File: config.mk
export PLATFORM = sky130hd
export DESIGN_NAME = multicycle_control_fsm
export DESIGN_NICKNAME = d
export VERILOG_FILES = /design/src/rtl/arm_ctrl_pkg.sv /design/src/rtl/cond_check.sv /design/src/rtl/multicycle_control_fsm.sv
export SDC_FILE = /design/constraint.sdc
export NUM_CORES = 1
export LEC_CHECK = 0
export BUFFER_PORTS_ARGS = -buffer_cell sky130_fd_sc_hd__buf_2
export CAP_MARGIN = 5
export CORE_UTILIZATION = 49
export DETAILED_ROUTE_END_ITERATION = 10
export GPL_ROUTABILITY_DRIVEN = 0
export PLACE_DENSITY = 0.89
export SETUP_SLACK_MARGIN = 0.3
export SLEW_MARGIN = 20
export SYNTH_ARGS = -nofsm -noshare
export SYNTH_HDL_FRONTEND = slang
export SYNTH_SLANG_ARGS = --single-unit
export TNS_END_PERCENT = 100
File: constraint.sdc
create_clock -name i_Clk -period 4.6 [get_ports i_Clk]
set_clock_uncertainty 0.15 [all_clocks]
set_input_delay 0.46 -clock i_Clk [delete_from_list [all_inputs] [get_ports i_Clk]]
set_output_delay 0.46 -clock i_Clk [all_outputs]
set_load 0.01 [all_outputs]
File: src/rtl/arm_ctrl_pkg.sv
// Shared definitions for the multi-cycle ARMv7 control unit.
//   - state_t        : control FSM states
//   - OP_* / CMD_* / COND_* : instruction field encodings
//   - IMM_* / SRCB_* / RES_* / ALU_* : datapath control encodings
//   - sel_t          : bundle of datapath mux selects driven per state
//   - decode_cmd()   : DP cmd field -> ALU control and write/flag policy
package arm_ctrl_pkg;

    localparam int STATE_W = 4;

    typedef enum logic [STATE_W-1:0] {
        FETCH  = 4'd0,
        DECODE = 4'd1,
        MEMADR = 4'd2,
        MEMRD  = 4'd3,
        MEMWB  = 4'd4,
        MEMWR  = 4'd5,
        EXECR  = 4'd6,
        EXECI  = 4'd7,
        ALUWB  = 4'd8,
        BRANCH = 4'd9
    } state_t;

    // Op field, instruction bits [27:26]
    localparam logic [1:0] OP_DP  = 2'b00;
    localparam logic [1:0] OP_MEM = 2'b01;
    localparam logic [1:0] OP_BR  = 2'b10;
    localparam logic [1:0] OP_ILL = 2'b11;

    // DP cmd field, instruction bits [24:21]
    localparam logic [3:0] CMD_AND = 4'b0000;
    localparam logic [3:0] CMD_SUB = 4'b0010;
    localparam logic [3:0] CMD_ADD = 4'b0100;
    localparam logic [3:0] CMD_CMP = 4'b1010;
    localparam logic [3:0] CMD_ORR = 4'b1100;

    // Condition field, instruction bits [31:28]
    localparam logic [3:0] COND_EQ = 4'b0000;
    localparam logic [3:0] COND_NE = 4'b0001;
    localparam logic [3:0] COND_CS = 4'b0010;
    localparam logic [3:0] COND_CC = 4'b0011;
    localparam logic [3:0] COND_MI = 4'b0100;
    localparam logic [3:0] COND_PL = 4'b0101;
    localparam logic [3:0] COND_VS = 4'b0110;
    localparam logic [3:0] COND_VC = 4'b0111;
    localparam logic [3:0] COND_HI = 4'b1000;
    localparam logic [3:0] COND_LS = 4'b1001;
    localparam logic [3:0] COND_GE = 4'b1010;
    localparam logic [3:0] COND_LT = 4'b1011;
    localparam logic [3:0] COND_GT = 4'b1100;
    localparam logic [3:0] COND_LE = 4'b1101;
    localparam logic [3:0] COND_AL = 4'b1110;
    localparam logic [3:0] COND_NV = 4'b1111;

    // Immediate extension select
    localparam logic [1:0] IMM_DP  = 2'b00;
    localparam logic [1:0] IMM_MEM = 2'b01;
    localparam logic [1:0] IMM_BR  = 2'b10;

    // ALU operand B select
    localparam logic [1:0] SRCB_RM   = 2'b00;
    localparam logic [1:0] SRCB_IMM  = 2'b01;
    localparam logic [1:0] SRCB_FOUR = 2'b10;

    // Result mux select
    localparam logic [1:0] RES_ALUOUT = 2'b00;
    localparam logic [1:0] RES_RDATA  = 2'b01;
    localparam logic [1:0] RES_ALU    = 2'b10;

    // ALU operation
    localparam logic [1:0] ALU_ADD = 2'b00;
    localparam logic [1:0] ALU_SUB = 2'b01;
    localparam logic [1:0] ALU_AND = 2'b10;
    localparam logic [1:0] ALU_ORR = 2'b11;

    typedef struct packed {
        logic       adr_src;
        logic [1:0] result_src;
        logic       alu_src_a;
        logic [1:0] alu_src_b;
        logic [1:0] alu_control;
        logic [1:0] imm_src;
    } sel_t;

    typedef struct packed {
        logic [1:0] alu_control;
        logic       no_write;   // result never reaches the register file
        logic       is_cmp;     // flags updated regardless of S
        logic       nz_only;    // logical ops keep C and V
        logic       known;      // recognised command; others have no effect
    } cmd_dec_t;

    function automatic cmd_dec_t decode_cmd(input logic [3:0] cmd);
        cmd_dec_t d;
        d.alu_control = ALU_ADD;
        d.no_write    = 1'b1;
        d.is_cmp      = 1'b0;
        d.nz_only     = 1'b0;
        d.known       = 1'b0;
        unique case (cmd)
            CMD_ADD: begin
                d.alu_control = ALU_ADD;
                d.no_write    = 1'b0;
                d.known       = 1'b1;
            end
            CMD_SUB: begin
                d.alu_control = ALU_SUB;
                d.no_write    = 1'b0;
                d.known       = 1'b1;
            end
            CMD_AND: begin
                d.alu_control = ALU_AND;
                d.no_write    = 1'b0;
                d.nz_only     = 1'b1;
                d.known       = 1'b1;
            end
            CMD_ORR: begin
                d.alu_control = ALU_ORR;
                d.no_write    = 1'b0;
                d.nz_only     = 1'b1;
                d.known       = 1'b1;
            end
            CMD_CMP: begin
                d.alu_control = ALU_SUB;
                d.is_cmp      = 1'b1;
                d.known       = 1'b1;
            end
            default: ;
        endcase
        return d;
    endfunction

endpackage

File: src/rtl/cond_check.sv
// ARM condition-code evaluation, purely combinational.
//   cond    : instruction condition field [31:28]
//   flags   : architectural NZCV (registered copy, not the live ALU flags)
//   cond_ex : 1 when the instruction is allowed to take architectural effect
module cond_check
    import arm_ctrl_pkg::*;
(
    input  logic [3:0] cond,
    input  logic [3:0] flags,
    output logic       cond_ex
);

    logic n, z, c, v;

    assign {n, z, c, v} = flags;

    always_comb begin
        cond_ex = 1'b0;
        unique case (cond)
            COND_EQ: cond_ex = z;
            COND_NE: cond_ex = !z;
            COND_CS: cond_ex = c;
            COND_CC: cond_ex = !c;
            COND_MI: cond_ex = n;
            COND_PL: cond_ex = !n;
            COND_VS: cond_ex = v;
            COND_VC: cond_ex = !v;
            COND_HI: cond_ex = c && !z;
            COND_LS: cond_ex = !c || z;
            COND_GE: cond_ex = (n == v);
            COND_LT: cond_ex = (n != v);
            COND_GT: cond_ex = !z && (n == v);
            COND_LE: cond_ex = z || (n != v);
            COND_AL: cond_ex = 1'b1;
            COND_NV: cond_ex = 1'b0;
            default: cond_ex = 1'b0;
        endcase
    end

endmodule

File: src/rtl/multicycle_control_fsm.sv
// Control unit for the multi-cycle ARMv7 datapath.
// Sequences FETCH/DECODE/EXECUTE/MEMORY/WRITEBACK, drives datapath mux
// selects and write enables, and owns the NZCV flags register.
// Ports:
//   i_Clk, i_Reset          : clock, synchronous active-high reset
//   i_Cond/i_Op/i_Funct/i_Rd: instruction register fields (stable from DECODE)
//   i_ALU_Flags             : NZCV produced by the ALU this cycle
//   o_PC_Write, o_Mem_Write, o_IR_Write, o_Reg_Write : write enables
//   o_Adr_Src, o_Result_Src, o_ALU_Src_A, o_ALU_Src_B,
//   o_ALU_Control, o_Immediate_Src                   : datapath selects
//   o_Flags                 : architectural NZCV
//   o_State                 : current FSM state
module multicycle_control_fsm
    import arm_ctrl_pkg::*;
#(
    parameter int P_STATE_W = 4
) (
    input  logic                 i_Clk,
    input  logic                 i_Reset,
    input  logic [3:0]           i_Cond,
    input  logic [1:0]           i_Op,
    input  logic [5:0]           i_Funct,
    input  logic [3:0]           i_Rd,
    input  logic [3:0]           i_ALU_Flags,
    output logic                 o_PC_Write,
    output logic                 o_Adr_Src,
    output logic                 o_Mem_Write,
    output logic                 o_IR_Write,
    output logic                 o_Reg_Write,
    output logic [1:0]           o_Result_Src,
    output logic                 o_ALU_Src_A,
    output logic [1:0]           o_ALU_Src_B,
    output logic [1:0]           o_ALU_Control,
    output logic [1:0]           o_Immediate_Src,
    output logic [3:0]           o_Flags,
    output logic [P_STATE_W-1:0] o_State
);

    state_t   state;
    state_t   state_next;
    sel_t     sel_q;
    logic [3:0] flags;
    logic     cond_ex;
    cmd_dec_t dec;
    logic     rd_is_pc;
    logic     flag_update;

    // Mux selects as a pure function of state; evaluated on the next state so
    // they can be registered alongside it.
    function automatic sel_t select_for(input state_t s, input logic u_bit,
                                        input logic [1:0] cmd_alu);
        sel_t sel;
        sel = '0;
        unique case (s)
            FETCH: begin
                sel.alu_src_a   = 1'b1;
                sel.alu_src_b   = SRCB_FOUR;
                sel.alu_control = ALU_ADD;
                sel.result_src  = RES_ALU;
            end
            DECODE: begin
                sel.alu_src_a   = 1'b1;
                sel.alu_src_b   = SRCB_FOUR;
                sel.alu_control = ALU_ADD;
            end
            MEMADR: begin
                sel.alu_src_b   = SRCB_IMM;
                sel.imm_src     = IMM_MEM;
                sel.alu_control = u_bit ? ALU_ADD : ALU_SUB;
            end
            MEMRD:  sel.adr_src = 1'b1;
            MEMWR:  sel.adr_src = 1'b1;
            MEMWB:  sel.result_src = RES_RDATA;
            EXECR: begin
                sel.alu_src_b   = SRCB_RM;
                sel.alu_control = cmd_alu;
            end
            EXECI: begin
                sel.alu_src_b   = SRCB_IMM;
                sel.imm_src     = IMM_DP;
                sel.alu_control = cmd_alu;
            end
            ALUWB:  sel.result_src = RES_ALUOUT;
            BRANCH: begin
                sel.alu_src_a   = 1'b1;
                sel.alu_src_b   = SRCB_IMM;
                sel.imm_src     = IMM_BR;
                sel.alu_control = ALU_ADD;
                sel.result_src  = RES_ALU;
            end
            default: sel = '0;
        endcase
        return sel;
    endfunction

    cond_check u_cond_check (
        .cond    (i_Cond),
        .flags   (flags),
        .cond_ex (cond_ex)
    );

    assign dec      = decode_cmd(i_Funct[4:1]);
    assign rd_is_pc = (i_Rd == 4'd15);

    always_comb begin
        state_next = state;
        unique case (state)
            FETCH:  state_next = DECODE;
            DECODE: begin
                unique case (i_Op)
                    OP_MEM:  state_next = MEMADR;
                    OP_DP:   state_next = i_Funct[5] ? EXECI : EXECR;
                    OP_BR:   state_next = BRANCH;
                    OP_ILL:  state_next = FETCH;
                    default: state_next = FETCH;
                endcase
            end
            MEMADR: state_next = i_Funct[0] ? MEMRD : MEMWR;
            MEMRD:  state_next = MEMWB;
            MEMWB:  state_next = FETCH;
            MEMWR:  state_next = FETCH;
            EXECR:  state_next = ALUWB;
            EXECI:  state_next = ALUWB;
            ALUWB:  state_next = FETCH;
            BRANCH: state_next = FETCH;
            default: state_next = FETCH;
        endcase
    end

    // Flags capture at the end of EXECR/EXECI; CMP updates regardless of S,
    // unrecognised commands never touch the flags.
    assign flag_update = ((state == EXECR) || (state == EXECI)) &&
                         (i_Op == OP_DP) && cond_ex && dec.known &&
                         (i_Funct[0] || dec.is_cmp);

    always_ff @(posedge i_Clk) begin
        if (i_Reset) begin
            state <= FETCH;
            sel_q <= select_for(FETCH, 1'b0, ALU_ADD);
            flags <= '0;
        end else begin
            state <= state_next;
            sel_q <= select_for(state_next, i_Funct[3], dec.alu_control);
            if (flag_update) begin
                if (dec.nz_only) begin
                    flags <= {i_ALU_Flags[3:2], flags[1:0]};
                end else begin
                    flags <= i_ALU_Flags;
                end
            end
        end
    end

    // Write enables stay combinational so reset can suppress them in the
    // same cycle and condition failure is seen against the current flags.
    always_comb begin
        o_PC_Write  = 1'b0;
        o_Mem_Write = 1'b0;
        o_IR_Write  = 1'b0;
        o_Reg_Write = 1'b0;
        if (!i_Reset) begin
            unique case (state)
                FETCH: begin
                    o_PC_Write = 1'b1;
                    o_IR_Write = 1'b1;
                end
                MEMWR:  o_Mem_Write = cond_ex;
                MEMWB: begin
                    o_Reg_Write = cond_ex && !rd_is_pc;
                    o_PC_Write  = cond_ex && rd_is_pc;
                end
                ALUWB: begin
                    o_Reg_Write = cond_ex && !dec.no_write && !rd_is_pc;
                    o_PC_Write  = cond_ex && !dec.no_write && rd_is_pc;
                end
                BRANCH: o_PC_Write = cond_ex;
                default: ;
            endcase
        end
    end

    assign o_Adr_Src       = sel_q.adr_src;
    assign o_Result_Src    = sel_q.result_src;
    assign o_ALU_Src_A     = sel_q.alu_src_a;
    assign o_ALU_Src_B     = sel_q.alu_src_b;
    assign o_ALU_Control   = sel_q.alu_control;
    assign o_Immediate_Src = sel_q.imm_src;
    assign o_Flags         = flags;
    assign o_State         = P_STATE_W'(state);

endmodule
* Yosys cells after proc, flatten, opt, wreduce, memory -nomap -nowiden
Index checks and enable logic that the tools add are counted.
Widths: inputs -> output; s select.
** Cells by class
- Reduce and logical (&&, ||, !) cells :: 35
- Multiplexer cells :: 23
- Bitwise operators :: 1
- Equal/unequal tests :: 42
** Operators by type and width (number)
- $eq 4x4->1 const B :: 14
- $eq 4x3->1 const B :: 13
- $pmux 4 s5 :: 2
- $eq 4x2->1 const B :: 7
- $logic_not 4->1 :: 4
- $pmux 1 s16 :: 1
- $pmux 4 s4 :: 1
- $mux 1 :: 13
- $eq 4x1->1 const B :: 3
- $reduce_or 2->1 :: 6
- $logic_and 1x1->1 :: 11
- $pmux 2 s2 :: 2
- $pmux 2 s3 :: 1
- $logic_not 1->1 :: 5
- $reduce_or 5->1 :: 1
- $eq 2x2->1 const B :: 2
- $logic_or 1x1->1 :: 4
- $pmux 1 s4 :: 1
- $reduce_or 4->1 :: 1
- $mux 3 :: 1
- $reduce_or 3->1 :: 1
- $eq 2x1->1 const B :: 1
- $logic_not 2->1 :: 1
- $pmux 1 s2 :: 1
- other kinds (4) :: 4
** Word-level totals
- Word-level logic and storage cells :: 110
- Output and inout bits :: 22
- Register bits :: 18
- Input port bits :: 22

* Depth between registers and ports, before layout
- Word-level depth :: 7
- Mapped depth :: 7
- Gate-level depth less buffers :: 6

* Cells and area by module
From an unflattened synthesis, not the netlist that was laid out.
** Second synthesis, totals
- Cell total of the unflattened synthesis :: 126
- Area, all modules :: 1042.2 sq um
** By module, submodules not included
- multicycle_control_fsm :: area each 887.1 sq um, sequential area each 360.3 sq um, times used 1, cells each 103
- cond_check :: area each 155.1 sq um, sequential area each 0.0 sq um, times used 1, cells each 23

* Worst setup path before layout
No wires, ideal clock.
- Path kind :: input port to output port
- Start :: in i_Cond[1]
- End :: out o_PC_Write
- Arrival time :: 1815 ps
- Stages :: 6
- Path slack :: 2175 ps
- Buffers on the path :: 1
- Cells stage by stage :: buf_2 -> mux2i_1 -> xor2_1 -> o22ai_1 -> a22oi_4 -> a2111oi_1
** On the way
- Word-level cells in the longest chain between the ends :: 6
** Ends and longest elaborated chain
- start, declared :: RTL line multicycle_control_fsm.sv:20 : input logic [3:0] i_Cond,
- $eq 4x4->1 (tied with other cells) :: RTL line cond_check.sv:19 : unique case (cond)
- $pmux 1 s16 (*) :: RTL line cond_check.sv:19
- $logic_and 1x1->1 (2 in a row) :: RTL line multicycle_control_fsm.sv:174 : o_PC_Write = cond_ex && !dec.no_write && rd_is_pc;
- $pmux 1 s4 (*) :: RTL line multicycle_control_fsm.sv:162 : unique case (state)
- $mux 1 (*) :: RTL line multicycle_control_fsm.sv:161 : if (!i_Reset) begin
- end, declared :: RTL line multicycle_control_fsm.sv:25 : output logic o_PC_Write,
Every way passes the cells marked *; elsewhere a longest branch is shown, timed or not.

* Worst setup path in the final report
- Start :: reg flags[0], in the netlist o_Flags[0]
- End :: out o_PC_Write
** On the way
- Word-level cells in the longest chain between the ends :: 7
** Ends and longest elaborated chain
- start, declared :: RTL line multicycle_control_fsm.sv:42 : logic [3:0] flags;
- start signal, assigned :: RTL line multicycle_control_fsm.sv:146 : flags <= {i_ALU_Flags[3:2], flags[1:0]};
- start signal, assigned :: RTL line multicycle_control_fsm.sv:148 : flags <= i_ALU_Flags;
- $ne 1x1->1 or $eq 1x1->1 (tied branches)
- $logic_or 1x1->1 or $logic_and 1x1->1 (tied branches) :: RTL line cond_check.sv:33, cond_check.sv:32
- $pmux 1 s16 (*) :: RTL line cond_check.sv:19
- $logic_and 1x1->1 (2 in a row) :: RTL line multicycle_control_fsm.sv:174
- $pmux 1 s4 (*) :: RTL line multicycle_control_fsm.sv:162
- $mux 1 (*) :: RTL line multicycle_control_fsm.sv:161
Marked as above.

==> impl_metrics.yaml <==
clock_network:
  worst_skew_pair.late_latency_ns: 0.28
  holdBufCountCts: 0
  ctsResizeCount: 0
  cts-htree-levels: 1
  cts_root_buffer: "sky130_fd_sc_hd__clkbuf_4"
  cts_buffer_depth: 2
  numCtsBuffers: 3
  worst_setup_hold_path_clk_slew_ns: 0.10
  clock_tree_from_tritoncts: "yes"
  clkSinkCount: 18
  post-cts-setup-buffer-count: 0
power:
  ir_worst_vdd_v: 0.000194
  power_density_mw_per_mm2: 269
  power_leakage_nw: 0.588
worst_setup_path:
  worst_ep_required_time_ns: 3.99
  origin_of_the_worst_setup_path: "o_Flags[0]$_SDFFE_PP0P_"
  crit_buf_inv: 1
  timing.critical_path.fanout_max: 5
  critPathLaunchType: "flip-flop"
  worstSetupPathType: "reg -> out"
  critPathTopFamily: "compound AO/OA/AOI/OAI gates"
  path_cells: "mux2i_1 > xor2_1 > o22ai_1 > a22oi_4 > a2111oi_1 > buf_2"
  cp_slowest_stage_delay_ns: 0.42
  crit_arrival_ns: 1.95
  kind_of_capture_point_of_the_worst_setup_path: "output port"
  critical_path.reg2reg.startpoint: "o_State[2]$_SDFF_PP0_"
  cpMaxStageDelayCell: "sky130_fd_sc_hd__dfxtp_1"
global_routing:
  grt_max_degree: 25
  grt_remaining_overflow: 0
  grt_first_pass_wirelength_microns: 3570
  antenna_found_initial: 0
  grt_use_met3: 0.0500
  grt_usage: 0.229
  grt-busiest-layer: "met2"
  met1_usage: 0.252
  grt.met2_usage: 0.400
  via_count_of_the_first_global_routing_pass: 877
floorplan:
  floorplan.initialDensity: 0.551
  core_area_sq_mm: 0.00182
  die_w_microns: 47.2
  rows: 15
  floorplan.die_area_sq_mm: 0.00223
  top_level_ports: 44
  die-height_microns: 47.2
sta:
  maxSlewViolCount: 0
  worst-slew-pin-transition_ns: 0.558
  period_share: 0.557
  slew_headroom: 0.628
  timing.final.hold_violations: 0
  timing.final.setup_violations: 0
  rsz_0062_raised_after_global_routing: "no"
  setup-tns-final_ns: 0
  upper_clock_frequency_limit_ghz: 0.390
  final.min_clock_period_ns: 2.56
drt:
  post-route-drc-count: 0
  average_wire_per_standard_cell_microns: 12.4
  drt-pass1-iter-count: 4
  viasPerCell: 5.42
  ant_nets: 0
  drt_iter0_drc: 22
  finalWirelength_microns: 2320
  vias: 1014
final_layout:
  final.fill_count: 161
  post_layout_nonfiller_instances: 187
  final_nets: 185
  drive_gt1_frac: 0.321
  antenna_cells_inserted: 0
  layout-area-overhead-vs-synth_pct: 26.0
logic_synthesis:
  seq_area_frac_synth: 0.360
  post_synth_edffs: 0
  synth_commonest_cells: "18 x sky130_fd_sc_hd__dfxtp_1, 12 x sky130_fd_sc_hd__nand2b_1, 12 x sky130_fd_sc_hd__nor2_1"
  synth_seq_cells: 18
  netlist-cell-type-count: 34
  synth-xor-area-share: 0.0437
  ys_async_sr_fraction: 0
  yosysTopAreaCell: "sky130_fd_sc_hd__dfxtp_1"
  most_instantiated_library_cell_after_synthesis: "sky130_fd_sc_hd__dfxtp_1"
  synth_top_area_frac: 0.360
  combinational_family_with_the_most_area_after_synthesis: "simple AND/OR/NAND/NOR gates"
  syn-mean-instance-area_sq_um: 8.35
  yosys.area_share.adder: 0
  post_synth_inst_count: 120
  synth-compound-area-share: 0.182
  yosys_warnings: 0
  ys_top_cells_by_area: "sky130_fd_sc_hd__dfxtp_1 36%, sky130_fd_sc_hd__nand2b_1 7.5%, sky130_fd_sc_hd__mux2i_1 6.0%"
  mappedNetlistNets: 142
  synth-simple-area-share: 0.325
  synth.area.mux_share: 0.0599
  synth_area_sq_mm: 0.00100
  synthFlopType: "sky130_fd_sc_hd__dfxtp_1"
placement:
  dp.final_hpwl_microns: 1850
  port_buffers: 43
  placed_instances: 183
flow_run:
  max-cap-violations: 0
outcome:
  status: "finished, final reports clean"
worst_hold_path:
  hold_path.startpoint: "i_ALU_Flags[2]"
  hold_path_class: "in -> reg"
cells by family (layout without fill, tap and decap cells):
logic type | count (synthesis) | count (layout)
buf+inv | 7 | 49
flops | 18 | 18
compound gates | 27 | 27
simple gates | 57 | 57
xor+xnor | 5 | 5
mux | 6 | 6
flip-flops by register name, indices dropped and copies added (netlist names):
| signal | flops |
|---|---|
| o_Adr_Src | 1 |
| o_Immediate_Src | 2 |
| o_State | 4 |
| o_Result_Src | 2 |
| o_Flags | 4 |
| o_ALU_Src_A | 1 |
| o_ALU_Src_B | 2 |
| o_ALU_Control | 2 |
worst paths after layout:
path                        endpoint  slack (ns)  cells past startpoint
max                       o_PC_Write        2.04                      6
min          o_Flags[2]$_SDFFE_PP0N_        0.28                      3
max reg2reg  o_Flags[3]$_SDFFE_PP0N_        2.64                      5
min reg2reg  o_Flags[1]$_SDFFE_PP0P_        0.38                      2
metal layers:
metal | wire (microns) | share of wire | up-vias
met5 | 0 | 0 | -
met3 | 136 | 0.059 | 4
li1 | - | - | 507
met1 | 1010 | 0.43 | 458
met2 | 1140 | 0.49 | 45
met4 | 36 | 0.016 | 0
layout by cell type (no fill, tap or decap):
master	n
sky130_fd_sc_hd__o221ai_1	1
sky130_fd_sc_hd__or2_0	1
sky130_fd_sc_hd__nand3_1	2
sky130_fd_sc_hd__dfxtp_1	18
sky130_fd_sc_hd__o32a_1	1
sky130_fd_sc_hd__o22ai_1	2
sky130_fd_sc_hd__and2b_1	2
sky130_fd_sc_hd__a21oi_1	11
sky130_fd_sc_hd__a22oi_4	1
sky130_fd_sc_hd__xor2_1	2
sky130_fd_sc_hd__nand2b_1	12
sky130_fd_sc_hd__buf_2	43
sky130_fd_sc_hd__nor4b_1	1
sky130_fd_sc_hd__or3_1	1
sky130_fd_sc_hd__clkbuf_4	3
sky130_fd_sc_hd__or4_4	2
sky130_fd_sc_hd__nand3b_1	1
sky130_fd_sc_hd__and3_1	1
sky130_fd_sc_hd__xnor2_1	3
sky130_fd_sc_hd__nor3b_1	3
sky130_fd_sc_hd__a21o_1	3
sky130_fd_sc_hd__a2111oi_1	1
sky130_fd_sc_hd__nor4_1	1
sky130_fd_sc_hd__nand4_1	1
sky130_fd_sc_hd__o31ai_1	1
sky130_fd_sc_hd__mux2i_1	6
sky130_fd_sc_hd__clkbuf_8	1
sky130_fd_sc_hd__nor2_1	12
sky130_fd_sc_hd__o21ai_0	5
sky130_fd_sc_hd__o21ba_1	1
sky130_fd_sc_hd__nand2_1	10
sky130_fd_sc_hd__inv_1	2
sky130_fd_sc_hd__nor3b_4	1
sky130_fd_sc_hd__nor2_2	1
sky130_fd_sc_hd__nor3_1	5
where the power goes:
part | internal (W) | switching (W) | total, W
combinational | 0.0000341 | 0.0000433 | 0.0000774
clock | 0.0000482 | 0.0000450 | 0.0000931
sequential | 0.000163 | 0.00000648 | 0.000170
total | 0.000245 | 0.0000947 | 0.000340
cell type report:
type | count | area, sq um | area share
clock buffer | 4 | 36.3 | 0.0287
inverter | 2 | 7.51 | 0.00595
multi-input combinational | 95 | 612 | 0.485
sequential | 18 | 360 | 0.285
tap | 25 | 31.3 | 0.0248
timing repair buffer | 43 | 215 | 0.170
tightest hold or removal path, stage by stage:
cell                       delay [ns]
sky130_fd_sc_hd__buf_2           0.10
sky130_fd_sc_hd__nand2b_1        0.06
sky130_fd_sc_hd__mux2i_1         0.06
metrics by stage:
stage               area (sq um)  setup slack [ns]   util  power [W]  hold slack, ns
CTS                         1260              2.05  0.693   0.000343           0.274
global route                1260              1.89  0.693   0.000361           0.285
floorplan                   1000              2.18      -   0.000221           0.374
global placement            1230              2.19  0.674   0.000246           0.354
detailed placement          1230              2.08  0.674   0.000250           0.366
finish                      1260              2.04  0.693   0.000340           0.282
(Power assumes the default switching activity.)
